### src/rtl/om_arb_pkg.sv
// Shared definitions for the output-memory write arbiter: source ids,
// channel count, the {addr, data} entry layout and the grant functions
// used by the arbiter stage.
package om_arb_pkg;

    // Number of detector channels feeding the output memory.
    localparam int NUM_CH = 3;

    // Source ids as seen on oSrc; also the bit index of each channel in
    // the packed per-channel vectors inside the arbiter.
    typedef enum logic [1:0] {
        SRC_23 = 2'd0,
        SRC_19 = 2'd1,
        SRC_17 = 2'd2
    } om_src_e;

    // Default output-memory geometry.
    localparam int OM_ADDR_W = 13;
    localparam int OM_DATA_W = 32;

    // One FIFO entry: address in the upper bits, data in the lower bits.
    // The arbiter packs its FIFO words in this same order for any width.
    typedef struct packed {
        logic [OM_ADDR_W-1:0] addr;
        logic [OM_DATA_W-1:0] data;
    } om_entry_t;

    // Fixed priority pick: 23 beats 19 beats 17. Returns a one-hot grant.
    function automatic logic [NUM_CH-1:0] fixedGrant(input logic [NUM_CH-1:0] req);
        logic [NUM_CH-1:0] gnt;
        gnt = '0;
        if (req[0]) begin
            gnt = 3'b001;
        end else if (req[1]) begin
            gnt = 3'b010;
        end else if (req[2]) begin
            gnt = 3'b100;
        end
        return gnt;
    endfunction

    // Round-robin pick: the search begins at the channel after 'last' and
    // wraps 23 -> 19 -> 17 -> 23. Returns a one-hot grant.
    function automatic logic [NUM_CH-1:0] rrGrant(input logic [NUM_CH-1:0] req,
                                                 input om_src_e last);
        logic [NUM_CH-1:0] gnt;
        gnt = '0;
        case (last)
            SRC_23: begin
                if (req[1]) begin
                    gnt = 3'b010;
                end else if (req[2]) begin
                    gnt = 3'b100;
                end else if (req[0]) begin
                    gnt = 3'b001;
                end
            end
            SRC_19: begin
                if (req[2]) begin
                    gnt = 3'b100;
                end else if (req[0]) begin
                    gnt = 3'b001;
                end else if (req[1]) begin
                    gnt = 3'b010;
                end
            end
            default: begin
                if (req[0]) begin
                    gnt = 3'b001;
                end else if (req[1]) begin
                    gnt = 3'b010;
                end else if (req[2]) begin
                    gnt = 3'b100;
                end
            end
        endcase
        return gnt;
    endfunction

endpackage

### src/rtl/om_arb_fifo.sv
// Per-channel synchronous FIFO for the output-memory write arbiter.
// A push is accepted only while the registered full flag is low, so a
// pop in the same cycle never makes room for that cycle's push.
// DEPTH must be a power of two so the pointers wrap naturally.
module om_arb_fifo #(
    parameter int WIDTH = 45,
    parameter int DEPTH = 4,
    localparam int CNT_W = $clog2(DEPTH + 1),
    localparam int PTR_W = $clog2(DEPTH)
) (
    input  logic             clk_i,
    input  logic             rst_i,
    input  logic             push_i,
    input  logic             pop_i,
    input  logic [WIDTH-1:0] data_i,
    output logic [WIDTH-1:0] head_o,
    output logic [CNT_W-1:0] count_o,
    output logic             full_o,
    output logic             empty_o
);

    logic [WIDTH-1:0] mem [DEPTH];
    logic [PTR_W-1:0] wrPtr_q, wrPtr_d;
    logic [PTR_W-1:0] rdPtr_q, rdPtr_d;
    logic [CNT_W-1:0] count_q, count_d;
    logic             full_q, full_d;
    logic             pushOk;
    logic             popOk;

    assign pushOk = push_i && !full_q;
    assign popOk  = pop_i && (count_q != '0);

    // Next pointer/count/full values; pointers wrap modulo DEPTH by width.
    always_comb begin
        wrPtr_d = wrPtr_q + PTR_W'(pushOk);
        rdPtr_d = rdPtr_q + PTR_W'(popOk);
        count_d = count_q + CNT_W'(pushOk) - CNT_W'(popOk);
        full_d  = (count_d == CNT_W'(DEPTH));
    end

    // Pointer, occupancy and full-flag registers; reset empties the FIFO.
    always_ff @(posedge clk_i) begin
        if (rst_i) begin
            wrPtr_q <= '0;
            rdPtr_q <= '0;
            count_q <= '0;
            full_q  <= 1'b0;
        end else begin
            wrPtr_q <= wrPtr_d;
            rdPtr_q <= rdPtr_d;
            count_q <= count_d;
            full_q  <= full_d;
        end
    end

    // Storage array; contents need no reset because count gates every read.
    always_ff @(posedge clk_i) begin
        if (pushOk) begin
            mem[wrPtr_q] <= data_i;
        end
    end

    assign head_o  = mem[rdPtr_q];
    assign count_o = count_q;
    assign full_o  = full_q;
    assign empty_o = (count_q == '0);

endmodule

### src/rtl/om_write_arbiter.sv
// Output-memory write arbiter: three detector channels (23x23, 19x19,
// 17x17) each buffer writes in their own FIFO; an arbiter moves one head
// per cycle into a single registered output slot with a valid/ready
// handshake towards the output memory.
// Build option: define OM_ARB_FIXED_PRIO_EN for fixed priority
// 23 > 19 > 17 with no last-grant history; default is round-robin.
module om_write_arbiter
    import om_arb_pkg::*;
#(
    parameter int DATA_W = 32,
    parameter int ADDR_W = 13,
    parameter int DEPTH  = 4
) (
    input  logic              iClk,
    input  logic              iReset,
    input  logic              iWrreq_23,
    input  logic              iWrreq_19,
    input  logic              iWrreq_17,
    input  logic [ADDR_W-1:0] iAddr_23,
    input  logic [ADDR_W-1:0] iAddr_19,
    input  logic [ADDR_W-1:0] iAddr_17,
    input  logic [DATA_W-1:0] iData_23,
    input  logic [DATA_W-1:0] iData_19,
    input  logic [DATA_W-1:0] iData_17,
    output logic              oFull_23,
    output logic              oFull_19,
    output logic              oFull_17,
    input  logic              iReady_OM,
    output logic              oWrreq_OM,
    output logic [ADDR_W-1:0] oAddr_OM,
    output logic [DATA_W-1:0] oData_OM,
    output logic [1:0]        oSrc,
    output logic [2:0]        oOverflow,
    output logic              oIdle
);

    localparam int ENTRY_W = ADDR_W + DATA_W;
    localparam int CNT_W   = $clog2(DEPTH + 1);

    logic [NUM_CH-1:0]  wrreq;
    logic [NUM_CH-1:0]  pushReq;
    logic [NUM_CH-1:0]  fullQ;
    logic [NUM_CH-1:0]  emptyQ;
    logic [NUM_CH-1:0]  grant;
    logic [ENTRY_W-1:0] entryIn [NUM_CH];
    logic [ENTRY_W-1:0] head    [NUM_CH];
    logic [CNT_W-1:0]   count   [NUM_CH];

    logic [ENTRY_W-1:0] grantHead;
    om_src_e            grantSrc;
    logic               slotLoad;

    logic               slotValid_q, slotValid_d;
    logic [ADDR_W-1:0]  slotAddr_q,  slotAddr_d;
    logic [DATA_W-1:0]  slotData_q,  slotData_d;
    om_src_e            slotSrc_q,   slotSrc_d;
    logic [NUM_CH-1:0]  overflow_q,  overflow_d;

    // Channel vectors are indexed by source id: bit0 = 23, bit1 = 19, bit2 = 17.
    assign wrreq      = {iWrreq_17, iWrreq_19, iWrreq_23};
    assign entryIn[0] = {iAddr_23, iData_23};
    assign entryIn[1] = {iAddr_19, iData_19};
    assign entryIn[2] = {iAddr_17, iData_17};

    // A write landing on a full FIFO is dropped; the FIFO never sees it.
    assign pushReq = wrreq & ~fullQ;

    om_arb_fifo #(.WIDTH(ENTRY_W), .DEPTH(DEPTH)) u_fifo23 (
        .clk_i   (iClk),
        .rst_i   (iReset),
        .push_i  (pushReq[0]),
        .pop_i   (grant[0]),
        .data_i  (entryIn[0]),
        .head_o  (head[0]),
        .count_o (count[0]),
        .full_o  (fullQ[0]),
        .empty_o (emptyQ[0])
    );

    om_arb_fifo #(.WIDTH(ENTRY_W), .DEPTH(DEPTH)) u_fifo19 (
        .clk_i   (iClk),
        .rst_i   (iReset),
        .push_i  (pushReq[1]),
        .pop_i   (grant[1]),
        .data_i  (entryIn[1]),
        .head_o  (head[1]),
        .count_o (count[1]),
        .full_o  (fullQ[1]),
        .empty_o (emptyQ[1])
    );

    om_arb_fifo #(.WIDTH(ENTRY_W), .DEPTH(DEPTH)) u_fifo17 (
        .clk_i   (iClk),
        .rst_i   (iReset),
        .push_i  (pushReq[2]),
        .pop_i   (grant[2]),
        .data_i  (entryIn[2]),
        .head_o  (head[2]),
        .count_o (count[2]),
        .full_o  (fullQ[2]),
        .empty_o (emptyQ[2])
    );

    // The slot can take a new word when it is empty or being drained now,
    // which is what lets back-to-back loads run at one word per cycle.
    assign slotLoad = !slotValid_q || iReady_OM;

`ifdef OM_ARB_FIXED_PRIO_EN
    // Fixed-priority grant among non-empty channels when the slot can load.
    always_comb begin
        grant = '0;
        if (slotLoad) begin
            grant = fixedGrant(~emptyQ);
        end
    end
`else
    om_src_e lastGrant_q;

    // Round-robin grant among non-empty channels when the slot can load.
    always_comb begin
        grant = '0;
        if (slotLoad) begin
            grant = rrGrant(~emptyQ, lastGrant_q);
        end
    end

    // Last-grant pointer moves only on a grant; reset points at 17 so 23 goes first.
    always_ff @(posedge iClk) begin
        if (iReset) begin
            lastGrant_q <= SRC_17;
        end else if (|grant) begin
            lastGrant_q <= grantSrc;
        end
    end
`endif

    // Select the granted channel's head word and its source id.
    always_comb begin
        grantSrc  = SRC_23;
        grantHead = head[0];
        if (grant[1]) begin
            grantSrc  = SRC_19;
            grantHead = head[1];
        end else if (grant[2]) begin
            grantSrc  = SRC_17;
            grantHead = head[2];
        end
    end

    // Output slot next state: reload or empty on a load cycle, else hold.
    always_comb begin
        slotValid_d = slotValid_q;
        slotAddr_d  = slotAddr_q;
        slotData_d  = slotData_q;
        slotSrc_d   = slotSrc_q;
        if (slotLoad) begin
            slotValid_d = |grant;
            if (|grant) begin
                {slotAddr_d, slotData_d} = grantHead;
                slotSrc_d                = grantSrc;
            end
        end
    end

    // Output slot registers; reset discards any pending word.
    always_ff @(posedge iClk) begin
        if (iReset) begin
            slotValid_q <= 1'b0;
            slotAddr_q  <= '0;
            slotData_q  <= '0;
            slotSrc_q   <= SRC_23;
        end else begin
            slotValid_q <= slotValid_d;
            slotAddr_q  <= slotAddr_d;
            slotData_q  <= slotData_d;
            slotSrc_q   <= slotSrc_d;
        end
    end

    // Sticky drop flags: set by a write into a full FIFO.
    always_comb begin
        overflow_d = overflow_q | (wrreq & fullQ);
    end

    // Drop flags clear only on reset.
    always_ff @(posedge iClk) begin
        if (iReset) begin
            overflow_q <= '0;
        end else begin
            overflow_q <= overflow_d;
        end
    end

    assign oWrreq_OM = slotValid_q;
    assign oAddr_OM  = slotAddr_q;
    assign oData_OM  = slotData_q;
    assign oSrc      = slotSrc_q;
    assign oOverflow = overflow_q;
    assign oFull_23  = fullQ[0];
    assign oFull_19  = fullQ[1];
    assign oFull_17  = fullQ[2];
    assign oIdle     = (count[0] == '0) && (count[1] == '0) &&
                       (count[2] == '0) && !slotValid_q;

endmodule

### config.mk
export PLATFORM = sky130hd
export DESIGN_NAME = om_write_arbiter
export DESIGN_NICKNAME = d
export VERILOG_FILES = /design/src/rtl/om_arb_pkg.sv /design/src/rtl/om_arb_fifo.sv /design/src/rtl/om_write_arbiter.sv
export SDC_FILE = /design/constraint.sdc
export NUM_CORES = 1
export LEC_CHECK = 0
export CORE_AREA = 4 4 234 236
export DETAILED_ROUTE_END_ITERATION = 7
export DIE_AREA = 0 0 238 240
export GPL_TIMING_DRIVEN = 0
export PLACE_DENSITY = 0.74
export REMOVE_ABC_BUFFERS = 1
export SLEW_MARGIN = 20
export SYNTH_ARGS = -nofsm -noshare
export SYNTH_HDL_FRONTEND = slang
export SYNTH_HIERARCHICAL = 1
export SYNTH_SLANG_ARGS = --single-unit
### constraint.sdc
create_clock -name iClk -period 14.9 [get_ports iClk]
set_input_delay 2.98 -clock iClk [delete_from_list [all_inputs] [get_ports iClk]]
set_output_delay 2.98 -clock iClk [all_outputs]
set_load 0.05 [all_outputs]
# Yosys cells after proc, flatten, opt, wreduce, memory -nomap -nowiden
# Memories as Yosys holds them, arrays and structs flattened. A register that Yosys moved wholly into a read port is not among the register bits.
# Index checks and enable logic that the tools add are counted.
# op_classes
n_reduce_logical	23
muxes	24
n_bitwise	5
add_sub_neg	12
eq_ne	4
# op_table
cell	count
$mux W45	2
$mux W3	7
$mux W2	7
$add A2 B1 Y2	6
$add A3 B1 Y3	3
$eq A3 B3 Y1 const B	3
$logic_and A1 B1 Y1	9
$logic_not A3 Y1	3
$reduce_bool A3 Y1	3
$sub A3 B1 Y3	3
$mux W1	7
$and A3 B3 Y3	2
$not A3 Y3	2
$pmux W3 S2	1
$logic_not A1 Y1	4
$or A3 B3 Y3	1
$reduce_or A3 Y1	1
$eq A2 B1 Y1 const B	1
$logic_not A2 Y1	1
$reduce_and A2 Y1	1
$logic_or A1 B1 Y1	1
# word_totals
ff_bits	77
ram_bits	540
memories	3
wordCells	89
# memory_table
memory	words	width	rd	rd_ports_with_merged_regs	wr	line	text
u_fifo17.mem	4	45	1	1	1	om_arb_fifo.sv:22	logic [WIDTH-1:0] mem [DEPTH];
u_fifo19.mem	4	45	1	1	1	om_arb_fifo.sv:22	
u_fifo23.mem	4	45	1	1	1	om_arb_fifo.sv:22	

# Logic depth before layout (Yosys ltp)
# Gate-level depths: netlist of the first run.
# logic_depth
ltp_word	10
depth_mapped	11
depth_no_buf	10

# Cells and area by module
# Netlist of the first run, hierarchy kept.
# by_module_without_submodules
module	area_per_inst_um2	n_inst	seq_area_each_um2	cells_per_inst
om_arb_fifo	6882.9	3	5565.3	273
om_write_arbiter	2750.1	1	1061.0	301

# Worst setup path after synthesis of the first run
# OpenSTA, ideal clock, no wires.
# synth_path
path_kind	input to register
start	in iWrreq_17
end	mem u_fifo17.mem[1][0], enable pin
required_ps	14387
cell_stages	3
setup_slack_ps	7776
arrival_ps	6611
cell_sequence	nor2b_1 nand2b_1 nor3b_1
# synth_between
elab_chain_len	4
# synth_lines
item	line	text
start, declared	om_write_arbiter.sv:18	input logic iWrreq_17,
$and A3 B3 Y3	om_write_arbiter.sv:66	assign pushReq = wrreq & ~fullQ;
$logic_and A1 B1 Y1	om_arb_fifo.sv:30	assign pushOk = push_i && !full_q;
$mux W1	om_arb_fifo.sv:58	if (pushOk) begin
$mux W1 (implied by the code)	om_arb_fifo.sv:59	mem[wrPtr_q] <= data_i;
end, declared	om_arb_fifo.sv:22	
# Every way passes these cells.

# Worst setup path after layout of the first run
# layout_path
start	in iReady_OM
end	reg u_fifo17.full_q (netlist: u_fifo17/full_o)
# layout_between
elab_chain_len	5
# layout_lines
item	line	text
start, declared	om_write_arbiter.sv:28	input logic iReady_OM,
$logic_or A1 B1 Y1	om_write_arbiter.sv:106	assign slotLoad = !slotValid_q || iReady_OM;
$mux W3	om_write_arbiter.sv:122	if (slotLoad) begin
$logic_and A1 B1 Y1	om_arb_fifo.sv:31	assign popOk = pop_i && (count_q != '0);
$sub A3 B1 Y3	om_arb_fifo.sv:37	count_d = count_q + CNT_W'(pushOk) - CNT_W'(popOk);
net u_fifo17.count_d[1]	om_arb_fifo.sv:25	logic [CNT_W-1:0] count_q, count_d;
$eq A3 B3 Y1	om_arb_fifo.sv:38	full_d = (count_d == CNT_W'(DEPTH));
end signal, assigned	om_arb_fifo.sv:52	full_q <= full_d;
end, declared	om_arb_fifo.sv:26	logic full_q, full_d;
# The timed path passes the listed nets, and every way through them passes these cells.
# A chain may end at the register's enable or synchronous reset.

==> results of run 1 <==
-- path summary, 6_finish.rpt --
kind                                     startpoint              end  depth (start not counted)
worst min register to register          oAddr_OM[8]      oAddr_OM[8]                          2
worst max register to register  u_fifo23/count_o[1]  u_fifo17/full_o                         11
worst max-delay path                      iReady_OM  u_fifo17/full_o                         11
worst min-delay path                    oAddr_OM[8]      oAddr_OM[8]                          2
-- power groups by stage --
stage | combinational, mW | sequential, mW | clock, mW
floorplan | 0.844 | 2.57 | 0
global placement | 1.51 | 2.50 | 0
detailed placement | 1.78 | 2.38 | 0
CTS | 1.79 | 2.35 | 1.72
global route | 1.88 | 2.38 | 1.80
finish | 1.76 | 2.34 | 1.68
-- tightest hold or removal path, delay by kind of cell (launching register included) --
kind | cells | cell delay (ns)
flip-flops | 1 | 0.31
AND/OR/NAND/NOR | 1 | 0.05
AO/OA/AOI/OAI | 1 | 0.05
-- cell families after synthesis --
family / share of synthesized area
buffers and inverters: 0.0194
adders and majority gates: 0.00578
xor gates and xnor gates: 0.00529
DFF: 0.759
and+or+nand+nor: 0.0338
AOI/OAI and AO/OA: 0.0441
muxes: 0.133
-- Yosys cell counts, types with 3 or more instances --
| cell | n |
|---|---|
| o221ai_2 | 40 |
| buf_4 | 11 |
| a21oi_1 | 9 |
| nor2_1 | 19 |
| nand2_1 | 50 |
| buf_6 | 16 |
| clkbuf_1 | 15 |
| buf_2 | 17 |
| and3_1 | 3 |
| o221ai_1 | 5 |
| nand2b_1 | 3 |
| ha_1 | 6 |
| nor4_1 | 4 |
| nor3b_1 | 6 |
| edfxtp_1 | 540 |
| nor2b_1 | 18 |
| o31a_1 | 3 |
| o21ai_1 | 45 |
| inv_1 | 9 |
| mux2_2 | 6 |
| o311ai_0 | 3 |
| xor3_1 | 3 |
| xnor2_1 | 6 |
| fa_1 | 3 |
| nor3_1 | 52 |
| mux4_2 | 135 |
| dfxtp_1 | 77 |
-- sequential cells by signal, summed over array words and instances (netlist names), 3 cells and up --
register          count
oAddr_OM             13
oData_OM             32
oOverflow             3
u_fifo17/count_o      3
u_fifo17/mem        180
u_fifo19/count_o      3
u_fifo19/mem        180
u_fifo23/count_o      3
u_fifo23/mem        180
-- final cells by class --
cell class              count  area [um^2]  share of cell area
repair buffers            274         2890              0.0994
inverters                  11         46.3             0.00159
diodes                      3         7.51            0.000258
clock inverters            34          330              0.0113
multi-input cells         431         5280               0.181
clock buffers              89         1930              0.0662
well taps                 688          861              0.0296
flip-flops and latches    617        17800               0.611
-- through the flow --
step | instance area [um^2] | hold slack [ns]
2_1_floorplan | 23000 | 0.473
3_3_place_gp | 25800 | 0.439
3_5_place_dp | 26900 | 0.439
4_1_cts | 29100 | 0.448
5_1_grt | 29100 | 0.462
6_report | 29100 | 0.447
-- metal layers --
metal  vias up  wire length, um  track usage
met1      6211            23300        0.263
met5         -              165            0
met2       343            27500        0.326
met3        85             3640       0.0541
li1       5214                -            -
met4        22             1080       0.0547
-- cells in the final DEF (no fill, tap or decap), types with 10 or more instances in the layout --
cell type	count
o221ai_2	40
nor2b_1	18
nand2_1	50
buf_16	10
clkdlybuf4s50_1	194
nor3_1	49
o21ai_1	45
clkbuf_16	73
mux4_2	135
dfxtp_1	71
clkinv_1	12
clkbuf_1	12
edfxtp_1	540
buf_4	50
nor2_1	19
==> results.json, run 1 <==
{
  "place_congestion": 0.709,
  "tns_ns": 0,
  "ys_seq_area_frac": 0.759,
  "numCtsBuffers": 67,
  "min_path_type": "register to register",
  "setup_ws_ns": 8.93,
  "clk_latency_ns": 0.59,
  "hpwl_mm": 38.2,
  "drt_first_pass_iters": 5,
  "internal_power_mw": 3.97,
  "post_cts_buffers": 0,
  "post-route-min-period_ns": 5.97,
  "crit_family": "buffers and inverters",
  "power_mw": 5.78,
  "core_mm2": 0.0524,
  "p_leak_nw": 9.29,
  "synth_area_mm2": 0.0234,
  "path_buf_inv": 4,
  "clock.fmax_mhz": 167,
  "worstPathRequired_ns": 15.35,
  "fin_skew_ns": 0.0219,
  "drive_gt1_frac": 0.265,
  "p_seq_frac": 0.406,
  "final_cells": 2147,
  "synth_seq_cells": 617,
  "grt_usage": 0.198,
  "final_max_slew_viol_count": 0,
  "vias_per_cell": 5.53,
  "grt_first_pass_wirelength_mm": 83.4,
  "vias": 11900,
  "syn_area_per_cell_um2": 20.9,
  "worstSetupStartpointType": "input port",
  "switchingPower_mw": 1.81,
  "p_clk_frac": 0.290,
  "wl_per_cell_um": 26.0,
  "die_w_um": 238,
  "start_util": 0.446,
  "synth-edff-count": 540,
  "cp_common_cell": "buf_16",
  "post-place-cells": 2021,
  "maxCapViolations": 0,
  "postCtsResizedCells": 0,
  "ant_nets": 0,
  "reg2reg_slack_ns": 11.00,
  "critical_path.max_fanout": 48,
  "swShare": 0.314,
  "antenna_found_initial": 14,
  "grt_overflow": 0,
  "final_nets": 1552,
  "slew_headroom": 0.437,
  "root_buffer": "clkbuf_16",
  "outcome": "finished clean",
  "power_density_mw_per_mm2": 198,
  "row_count": 84,
  "combPwrFrac": 0.304,
  "final-hold-violation-count": 0,
  "area_growth_pct": 24.5,
  "fin_util": 0.555,
  "tightest_slew_ns": 0.840,
  "cts.sinks": 617,
  "critPathSlowestCell": "inv_4",
  "drt-total-wl_mm": 55.7,
  "ctsHtreeMaxLevel": 3,
  "worst_path_largest_cell_delay_ns": 0.58,
  "ioPinCount": 196,
  "ir_drop_mv": 0.134,
  "die_y_um": 240,
  "die_area_mm2": 0.0571,
  "cts_tree": "yes",
  "synth_top_area_share": 0.693,
  "drt_iter0_drc": 928,
  "cp-end-kind": "register",
  "first_global_vias": 13000,
  "cts_hold_buf": 0,
  "io_buffers": 195,
  "critPathArrivalTime_ns": 6.43,
  "setup_viol": 0,
  "timing_worst_setup_path_type": "input port to register",
  "grt_max_degree": 50,
  "fillers": 3886,
  "synth_ff_type": "edfxtp_1",
  "yosysTopAreaCell": "edfxtp_1",
  "netlist_top_cells_area": "edfxtp_1, mux4_2, dfxtp_1, o221ai_2, nor3_1",
  "yosys_warnings": 6,
  "rsz0062_at_grt": "false",
  "path_cells": "clkdlybuf4s50_1 > or2b_2 > o2111ai_4 > buf_16 > buf_16 > inv_4 > o31a_1 > xnor2_1 > ha_1 > fa_1 > nor4_1",
  "yosysUniqueCellTypes": 40,
  "async_flop_share": 0,
  "clock_path_buffers": 3,
  "fin_crit_sh": 0.401,
  "pre_cts_ws_ns": 8.35,
  "synthCells": 1120,
  "drc": 0,
  "clk_pin_slew_ns": 0.06
}
(Power assumes the default switching activity.)
==> inputs of run 2 (changes only) <==
==> constraint.sdc (replaced) <==
create_clock -name iClk -period 5.66 [get_ports iClk]
set_input_delay 1.132 -clock iClk [delete_from_list [all_inputs] [get_ports iClk]]
set_output_delay 1.132 -clock iClk [all_outputs]
set_load 0.05 [all_outputs]
==> results of run 2 <==
The final DEF is identical to that of run 1. Status: finished clean.
Among the figures that moved: setup slack after placement 8.35 ns -> 0.959 ns; setup slack after layout 8.93 ns -> 1.53 ns; register-to-register setup slack 11.00 ns -> 1.76 ns; total power 5.78 mW -> 15.2 mW; worst IR drop on VDD 0.134 mV -> 0.353 mV
==> inputs of run 3 (changes only) <==
--- a/config.mk
+++ b/config.mk
@@ -9,7 +9,7 @@
 export DETAILED_ROUTE_END_ITERATION = 7
 export DIE_AREA = 0 0 238 240
 export GPL_TIMING_DRIVEN = 0
-export PLACE_DENSITY = 0.74
+export PLACE_DENSITY = 0.76
 export REMOVE_ABC_BUFFERS = 1
 export SLEW_MARGIN = 20
 export SYNTH_ARGS = -nofsm -noshare
==> constraint.sdc (replaced) <==
create_clock -name iClk -period 3.55 [get_ports iClk]
set_input_delay 0.71 -clock iClk [delete_from_list [all_inputs] [get_ports iClk]]
set_output_delay 0.71 -clock iClk [all_outputs]
set_load 0.05 [all_outputs]
==> results.json, run 3 (synthesis results as in run 1) <==
{
  "cp-end-kind": "register",
  "drt_iter0_drc": 941,
  "slew_headroom": 0.463,
  "drt-total-wl_mm": 54.2,
  "critPathArrivalTime_ns": 3.88,
  "top_layer": "met5",
  "fillers": 3828,
  "ctsHtreeMaxLevel": 2,
  "tightest_slew_ns": 0.806,
  "post-route-min-period_ns": 3.38,
  "outcome": "finished clean",
  "critical_path.max_fanout": 48,
  "fin_hold_ws_ns": 0.445,
  "fin_skew_ns": 0.0216,
  "met2WireLength_mm": 27.1,
  "drive_gt1_frac": 0.270,
  "final_nets": 1554,
  "final-hold-violation-count": 0,
  "vias_per_cell": 5.59,
  "clock_path_buffers": 3,
  "final_max_slew_viol_count": 0,
  "rsz0062_at_grt": "false",
  "cts_tree": "yes",
  "place_congestion": 0.725,
  "grt_usage": 0.190,
  "cts.sinks": 617,
  "ant_nets": 0,
  "top_regs": "u_fifo17/mem x180, u_fifo19/mem x180, u_fifo23/mem x180",
  "worstPathRequired_ns": 4.05,
  "die_area_mm2": 0.0571,
  "grt_max_degree": 50,
  "p_leak_nw": 9.24,
  "fin_crit_sh": 0.953,
  "clk_latency_ns": 0.61,
  "ir_drop_mv": 0.539,
  "critPathSlowestCell": "fa_1",
  "maxCapViolations": 0,
  "first_global_vias": 12800,
  "power_density_mw_per_mm2": 816,
  "row_count": 84,
  "core_mm2": 0.0524,
  "antenna_found_initial": 14,
  "layout_commonest_cell": "edfxtp_1",
  "numCtsBuffers": 59,
  "setup_viol": 0,
  "drt_first_pass_iters": 5,
  "wl_met3_mm": 3.53,
  "die_y_um": 240,
  "worst_path_largest_cell_delay_ns": 0.45,
  "worstSetupStartpointType": "register",
  "clock.fmax_mhz": 296,
  "final_cell_area_mm2": 0.0290,
  "regArea_mm2": 0.0178,
  "placed_area_mm2": 0.0269,
  "path_buf_inv": 2,
  "crit_family": "simple AND/OR/NAND/NOR gates",
  "hpwl_mm": 37.6,
  "start_util": 0.446,
  "grt_first_pass_wirelength_mm": 81.2,
  "root_buffer": "clkbuf_16",
  "timing_worst_setup_path_type": "register to register",
  "final_cells": 2150,
  "post-place-cells": 2027,
  "drc": 0,
  "io_buffers": 195,
  "die_w_um": 238,
  "wl_met1_mm": 22.3,
  "wl_per_cell_um": 25.2,
  "vias": 12000,
  "ioPinCount": 196,
  "grt_overflow": 0,
  "multi_input_area_mm2": 0.00530,
  "path_cells": "nor3_2 > and2_4 > o2111ai_4 > buf_16 > inv_12 > o31a_1 > xnor2_1 > ha_1 > fa_1 > nor4_2",
  "clk_pin_slew_ns": 0.06,
  "min_path_type": "register to register",
  "power_mw": 23.7,
  "area_growth_pct": 24.0,
  "final_cell_mix": "edfxtp_1, clkdlybuf4s50_1, mux4_2"
}
run 3: changes by cell type in the layout (fill, tap and decap cells not counted), sizes merged:
cell,delta
inv,-2
clkbuf,-6
bufinv,+2
clkdlybuf4s50,-1
diode,+5
clkinv,-6
dlymetal6s2s,+1
buf,+10
run 3: layout make-up:
type,count,share of cell area
inverter,11,0.00228
clock buffer,83,0.0560
sequential,617,0.613
timing repair buffer,284,0.103
multi-input combinational,431,0.183
clock inverter,28,0.0134
tap,688,0.0297
antenna,8,0.000690
run 3: what timing repair did:
action,in CTS,in global routing
setup endpoints to repair,6,4
pin swaps,0,2
buffers inserted,0,4
hold buffers,0,0
resized for setup,7,4
run 3: worst paths after layout:
check / from / end / slack (ns) / cells after the start
worst min register to register: oData_OM[11] / oData_OM[11] / 0.45 / 2
worst min-delay path: oData_OM[11] / oData_OM[11] / 0.45 / 2
worst max register to register: u_fifo23/count_o[1] / u_fifo17/full_o / 0.17 / 10
worst max-delay path: u_fifo23/count_o[1] / u_fifo17/full_o / 0.17 / 10
run 3: power by group:
part | switching (mW) | internal [mW]
Combinational | 4.18 | 3.23
Clock | 2.63 | 3.79
Sequential | 0.626 | 9.22
Total | 7.44 | 16.2
run 3: stage by stage:
step | TNS, ns | util | setup WS, ns
6_report | 0 | 0.553 | 0.167
5_1_grt | 0 | 0.553 | 0.0320
4_1_cts | 0 | 0.552 | 0.0238
3_5_place_dp | -3.51 | 0.513 | -0.736
3_3_place_gp | -2510.17 | 0.492 | -6.09
2_1_floorplan | -506.24 | - | -1.30
run 3: layer usage:
| metal | global-route usage | vias up |
|---|---|---|
| li1 | - | 5219 |
| met1 | 0.254 | 6310 |
| met2 | 0.320 | 393 |
| met3 | 0.0450 | 85 |
| met4 | 0.0515 | 14 |
| met5 | 0 | - |
run 3: worst reg2reg max path, stage by stage, from the launching register on:
cell	delay (ns)
dfxtp_1	0.38
nor3_2	0.33
and2_4	0.24
o2111ai_4	0.30
buf_16	0.30
inv_12	0.26
o31a_1	0.32
xnor2_1	0.15
ha_1	0.18
fa_1	0.45
nor4_2	0.36
